==> config.mk <==
export PLATFORM = sky130hd
export DESIGN_NAME = btn_debounce_flat
export DESIGN_NICKNAME = d
export VERILOG_FILES = /design/src/rtl/btn_debounce_pkg.sv /design/src/rtl/btn_debounce_if.sv /design/src/rtl/btn_debounce_chan.sv /design/src/rtl/btn_debounce.sv /design/src/flat_wrapper.sv
export SDC_FILE = /design/constraint.sdc
export NUM_CORES = 1
export LEC_CHECK = 0
export ABC_CLOCK_PERIOD_IN_PS = 6640
export BUFFER_PORTS_ARGS = -buffer_cell sky130_fd_sc_hd__buf_2
export CAP_MARGIN = 0
export CORE_AREA = 2 2 108 110
export CTS_BUF_LIST = sky130_fd_sc_hd__clkbuf_4 sky130_fd_sc_hd__clkbuf_8
export DETAILED_ROUTE_END_ITERATION = 10
export DIE_AREA = 0 0 110 112
export HOLD_SLACK_MARGIN = 0.06
export PLACE_DENSITY = 0.61
export SLEW_MARGIN = 20
export SYNTH_ARGS = -nofsm -noshare
export SYNTH_HDL_FRONTEND = slang
export SYNTH_SLANG_ARGS = --single-unit
==> constraint.sdc <==
create_clock -name clk -period 6.64 [get_ports clk]
set_input_delay 0.332 -clock clk [delete_from_list [all_inputs] [get_ports clk]]
set_output_delay 0.332 -clock clk [all_outputs]
set_load 0.01 [all_outputs]
==> src/rtl/btn_debounce_pkg.sv <==
// Shared constants for the push-button front end: channel count, debounce windows
// for hardware and simulation builds, and the default counter width.
package btn_debounce_pkg;

  localparam int unsigned N_BTN         = 4;
  localparam int unsigned DB_CYCLES_HW  = 2_000_000;
  localparam int unsigned DB_CYCLES_SIM = 8;
  localparam int unsigned CNT_W         = 21;

endpackage

==> src/rtl/btn_debounce_if.sv <==
// Button bundle between the pads and the debouncer: raw pad levels in, clean level
// and press pulse out.
interface btn_debounce_if
  import btn_debounce_pkg::*;
#(
  parameter int unsigned N = N_BTN
);

  logic [N-1:0] btn_raw;
  logic [N-1:0] btn_clean;
  logic [N-1:0] btn_rise;

  modport master (output btn_raw, input btn_clean, input btn_rise);
  modport slave  (input btn_raw, output btn_clean, output btn_rise);

endinterface

==> src/rtl/btn_debounce_chan.sv <==
// One debounce channel: 2-flop synchroniser, stability counter, registered clean
// level and a single-cycle press pulse.
module btn_debounce_chan
  import btn_debounce_pkg::*;
#(
  parameter int unsigned DbCycles = DB_CYCLES_HW,
  parameter int unsigned CntW     = CNT_W
) (
  input  logic clk,
  input  logic rst,
  input  logic raw,
  output logic clean,
  output logic rise
);

  localparam logic [CntW-1:0] CntLast = CntW'(DbCycles - 1);

  logic            s1_q, s2_q;
  logic [CntW-1:0] cnt_q, cnt_d;
  logic            clean_q, clean_d;
  logic            rise_q, rise_d;

  // Any sample that agrees with the clean level restarts the window, so only an
  // uninterrupted run of DbCycles disagreeing samples flips the output.
  always_comb begin
    cnt_d   = cnt_q;
    clean_d = clean_q;
    rise_d  = 1'b0;
    if (s2_q == clean_q) begin
      cnt_d = '0;
    end else if (cnt_q == CntLast) begin
      clean_d = s2_q;
      cnt_d   = '0;
      rise_d  = s2_q;
    end else begin
      cnt_d = cnt_q + CntW'(1);
    end
  end

  always_ff @(posedge clk or posedge rst) begin
    if (rst) begin
      s1_q    <= 1'b0;
      s2_q    <= 1'b0;
      cnt_q   <= '0;
      clean_q <= 1'b0;
      rise_q  <= 1'b0;
    end else begin
      s1_q    <= raw;
      s2_q    <= s1_q;
      cnt_q   <= cnt_d;
      clean_q <= clean_d;
      rise_q  <= rise_d;
    end
  end

  assign clean = clean_q;
  assign rise  = rise_q;

endmodule

==> src/rtl/btn_debounce.sv <==
// Push-button conditioner: N_BTN independent debounce channels. Simultaneous presses
// may give a multi-hot btn_rise; the consumer rejects those.
module btn_debounce #(
  parameter int unsigned N_BTN     = btn_debounce_pkg::N_BTN,
  parameter int unsigned DB_CYCLES = btn_debounce_pkg::DB_CYCLES_HW,
  parameter int unsigned CNT_W     = btn_debounce_pkg::CNT_W
) (
  input logic             clk,
  input logic             rst,
  btn_debounce_if.slave   bus
);

  for (genvar i = 0; i < int'(N_BTN); i++) begin : g_chan
    btn_debounce_chan #(
      .DbCycles (DB_CYCLES),
      .CntW     (CNT_W)
    ) u_chan (
      .clk   (clk),
      .rst   (rst),
      .raw   (bus.btn_raw[i]),
      .clean (bus.btn_clean[i]),
      .rise  (bus.btn_rise[i])
    );
  end

endmodule

==> src/flat_wrapper.sv <==
// flat-port wrapper written by rule: the top's interface ports become plain ports
module btn_debounce_flat 
#(
  parameter int unsigned N_BTN     = btn_debounce_pkg::N_BTN,
  parameter int unsigned DB_CYCLES = btn_debounce_pkg::DB_CYCLES_HW,
  parameter int unsigned CNT_W     = btn_debounce_pkg::CNT_W
)
  (clk, rst, bus_btn_raw, bus_btn_clean, bus_btn_rise);
  btn_debounce_if #(.N(4)) bus_i ();
  input logic clk;
  input logic rst;
  input wire logic [$bits(bus_i.btn_raw)-1:0] bus_btn_raw;
  output wire logic [$bits(bus_i.btn_clean)-1:0] bus_btn_clean;
  output wire logic [$bits(bus_i.btn_rise)-1:0] bus_btn_rise;
  assign bus_i.btn_raw = bus_btn_raw;
  assign bus_btn_clean = bus_i.btn_clean;
  assign bus_btn_rise = bus_i.btn_rise;
  btn_debounce #(.N_BTN(N_BTN), .DB_CYCLES(DB_CYCLES), .CNT_W(CNT_W)) u_core (.clk(clk), .rst(rst), .bus(bus_i));
endmodule
==> Flow_metrics.wiki <==
{| class="wikitable"
! Metric !! Value
|-
| Result of the run || finished clean
|-
| Cell row count || 39
|-
| Switching power as a share of total power || 22.0%
|-
| R2r setup slk || 4.35 ns
|-
| Starting density of the core || 43.9%
|-
| Setup Skew || 0.0127 ns
|-
| Internal power consumption || 0.000824 W
|-
| Count of instances resized after the clock tree is built || 0
|-
| Data required time at the worst endpoint || 6.87 ns
|-
| Transition time of the tightest slew-check pin || 0.954 ns
|-
| FF+latch count, synth || 100
|-
| HPWL after DPL || 5860 um
|-
| Wirelength, routed || 8710 um
|-
| FFs w/ async S/R, synth || 100%
|-
| Unrepaired setup endpoints after global routing || false
|-
| Post-Route Setup TNS || 0 ns
|-
| Total nets after synthesis || 496
|-
| GPL Wtd Cong || 0.758
|-
| Number of DRC violations after detailed-routing iteration 0 || 132
|-
| Worst setup EP type || flip-flop
|-
| Hold Crit Class || flip-flop to flip-flop
|-
| Remaining global-route overflow || 0
|-
| Per-cell routed wire length || 13.6 um
|-
| Count of flip-flops with a built-in enable after synthesis || 0
|-
| Remaining design rule violation count || 0
|-
| Distinct cell type count after synthesis || 44
|-
| Buffers inserted by post-CTS timing repair || 0
|-
| Crit path buf inv count || 0
|-
| Clock tree from TritonCTS || done
|-
| Power per Cell Area || 200 nW/um2
|-
| Die Y-Extent || 112 um
|-
| Cell type group with the largest total delay on the critical path || compound AO/OA/AOI/OAI gates
|-
| Clock Latency Late Sink || 0.38 ns
|-
| Class of the most critical setup path || flip-flop to flip-flop
|-
| Cell type with the highest aggregate area in the netlist || sky130_fd_sc_hd__dfrtp_1
|-
| Synth cell count leaders || 100 x sky130_fd_sc_hd__dfrtp_1, 65 x sky130_fd_sc_hd__nor2_1, 32 x sky130_fd_sc_hd__xnor2_1, 30 x sky130_fd_sc_hd__nand3_1, 27 x sky130_fd_sc_hd__nand2_1
|-
| Achievable clock frequency || 436 MHz
|-
| Sequential fraction of the synthesis area || 51.0%
|-
| Port-buffer cells || 13
|-
| Vias in the first global route || 3,445
|-
| Number of antenna violations at the first check in global routing || 0
|-
| Reg clk slew, reported paths || 0.09 ns
|-
| First-pass GRT wire length || 15,900 um
|-
| All-Layer GR Usage || 16.3%
|-
| Worst-case headroom to the max-slew limit || 36.2%
|-
| Final hold violations || 0
|-
| Slowest cell delay on critical path || 0.94 ns
|-
| Maximum buffer depth of the clock tree || 2
|-
| Via count || 3,460
|-
| Cell types occupying the most area after synthesis || sky130_fd_sc_hd__dfrtp_1 51%, sky130_fd_sc_hd__xnor2_1 5.7%, sky130_fd_sc_hd__nor2_1 5.0%
|-
| H-tree depth || 3
|-
| Endpoints failing setup || 0
|-
| Pin count of the biggest net entering global routing || 84
|-
| Antenna violation net count after detailed routing || 0
|-
| Worst endpoint data arrival time || 2.52 ns
|-
| IR drop worst, VDD || 0.141 mV
|-
| Share of final-layout standard cells stronger than drive strength 1 || 9.40%
|-
| ANT cells || 0
|-
| Cell chosen for the clock root || sky130_fd_sc_hd__clkbuf_8
|-
| Number of sinks handled by clock tree synthesis || 100
|-
| Fin. max-slew vios || 0
|-
| CP max FO || 18
|-
| Total Power Consumption || 0.00106 W
|-
| Portion of the clock cycle consumed by the worst path in the final layout || 34.5%
|-
| Minimum period implied by the final worst setup slack || 2.29 ns
|-
| Top flip-flop cell by instance count after synthesis || sky130_fd_sc_hd__dfrtp_1
|-
| Core Region || 11,200 um2
|-
| CTS Hold Buffers Added || 5
|-
| Area delta synth->final || 7.63%
|-
| Mapped cell area || 4910 um2
|-
| Top cell type's share of synthesized area || 51.0%
|-
| Final-stage net count || 506
|-
| Total clock buffers created by CTS || 9
|-
| Sw power || 0.000233 W
|-
| Part of the total power dissipated in combinational logic || 3.7%
|-
| Worst Setup Start Kind || flip-flop
|-
| Yosys synthesis warning count || 0
|-
| Number of ports placed on the die boundary || 14
|-
| Cell at the slowest stage of the critical path || sky130_fd_sc_hd__o41ai_4
|-
| Die outline area || 12,300 um2
|-
| Part of the power in registers || 59.2%
|-
| Horizontal extent of the die || 110 um
|-
| Critical Path, Cell by Cell || ha_1, and4_2, nand3_1, o41ai_4, nor2_1
|-
| Count of TritonRoute iterations in the first routing pass || 4
|-
| Post-Synthesis Cells || 486
|-
| Finished Cell Area || 5280 um2
|-
| Relative contribution of the clock network to total power || 37.1%
|-
| DR vias/cell || 5.38
|-
| Post-DP Area || 5030 um2
|-
| Max-Cap Viols || 0
|-
| Synthesized area divided by synthesized cell count || 10.1 um2
|-
| Most frequent cell after synthesis || sky130_fd_sc_hd__dfrtp_1
|-
| Static Leakage || 2.13 nW
|}
per-layer routing:
| layer | share of wire [%] | routed length, um | global-route usage, % | up-vias |
|---|---|---|---|---|
| met3 | 2.8 | 245 | 2.99 | 11 |
| li1 | - | - | - | 1739 |
| met5 | 0 | 0 | 0 | - |
| met1 | 49 | 4260 | 22.5 | 1674 |
| met4 | 2.1 | 186 | 7.59 | 0 |
| met2 | 46 | 4020 | 24.7 | 36 |
final timing paths:
check / startpoint / to / cells after the start
max in group asynchronous: rst / u_core.g_chan[3].u_chan.cnt_q[13] / 4
hold / removal: u_core.g_chan[2].u_chan.s1_q / u_core.g_chan[2].u_chan.s2_q / 0
hold reg to reg: u_core.g_chan[2].u_chan.s1_q / u_core.g_chan[2].u_chan.s2_q / 0
min in group asynchronous: rst / u_core.g_chan[2].u_chan.cnt_q[10] / 3
setup reg to reg: u_core.g_chan[3].u_chan.cnt_q[0] / u_core.g_chan[3].u_chan.cnt_q[3] / 5
setup / recovery: u_core.g_chan[3].u_chan.cnt_q[0] / u_core.g_chan[3].u_chan.cnt_q[3] / 5
state kept, by name, indices dropped and copies added, names as in the netlist:
signal,cells
u_core.g_chan.u_chan.s2_q,4
u_core.g_chan.u_chan.cnt_q,84
u_core.g_chan.u_chan.clean,4
u_core.g_chan.u_chan.s1_q,4
u_core.g_chan.u_chan.rise,4
worst register-to-register path, stage by stage (launching register included):
cell	delay, ns
sky130_fd_sc_hd__dfrtp_1	0.42
sky130_fd_sc_hd__ha_1	0.24
sky130_fd_sc_hd__and4_2	0.26
sky130_fd_sc_hd__nand3_1	0.16
sky130_fd_sc_hd__o41ai_4	0.94
sky130_fd_sc_hd__nor2_1	0.13
power by group through the flow:
stage               clock network, W  registers, W   logic, W
detailed placement                 0      0.000638  0.0000379
finish                      0.000392      0.000626  0.0000390
global placement                   0      0.000637  0.0000373
global route                0.000438      0.000628  0.0000462
floorplan                          0      0.000636  0.0000293
CTS                         0.000409      0.000626  0.0000403
stage by stage:
stage	worst slack [ns]	hold WS [ns]	instances	util (%)
finish	4.35	0.352	643	47.3
global route	4.15	0.363	643	47.3
CTS	4.31	0.356	643	47.2
detailed placement	4.33	0.279	623	45.0
global placement	4.41	0.276	623	45.0
floorplan	3.69	0.331	486	-
cell usage in the layout, fill, tap and decap left out, types with 13 or more instances in the layout:
master                      n
sky130_fd_sc_hd__nand3_1   30
sky130_fd_sc_hd__nor2_1    65
sky130_fd_sc_hd__xor2_1    22
sky130_fd_sc_hd__buf_2     13
sky130_fd_sc_hd__nand4_1   20
sky130_fd_sc_hd__or4_1     16
sky130_fd_sc_hd__dfrtp_1  100
sky130_fd_sc_hd__inv_1     18
sky130_fd_sc_hd__xnor2_1   32
sky130_fd_sc_hd__o31ai_1   13
sky130_fd_sc_hd__nand2_1   27
sky130_fd_sc_hd__a21oi_1   26
kinds of logic after synthesis:
| logic type | count (synthesis) | synth area share, % |
|---|---|---|
| mux | 4 | 0.995 |
| xor+xnor | 54 | 9.64 |
| compound gates | 56 | 7.65 |
| fa+ha+maj | 4 | 1.02 |
| flops | 100 | 51.0 |
| simple gates | 229 | 25.6 |
| buf+inv | 39 | 4.08 |
final cells by class:
type                            instances  area, um2
Fill cell                            1033       5890
Multi-Input combinational cell        347       2200
Sequential cell                       100       2500
Inverter                               19       73.8
Clock inverter                          2       35.0
Tap cell                              143        179
Clock buffer                           13        160
Timing Repair Buffer                   19        126
(Power assumes the default switching activity.)
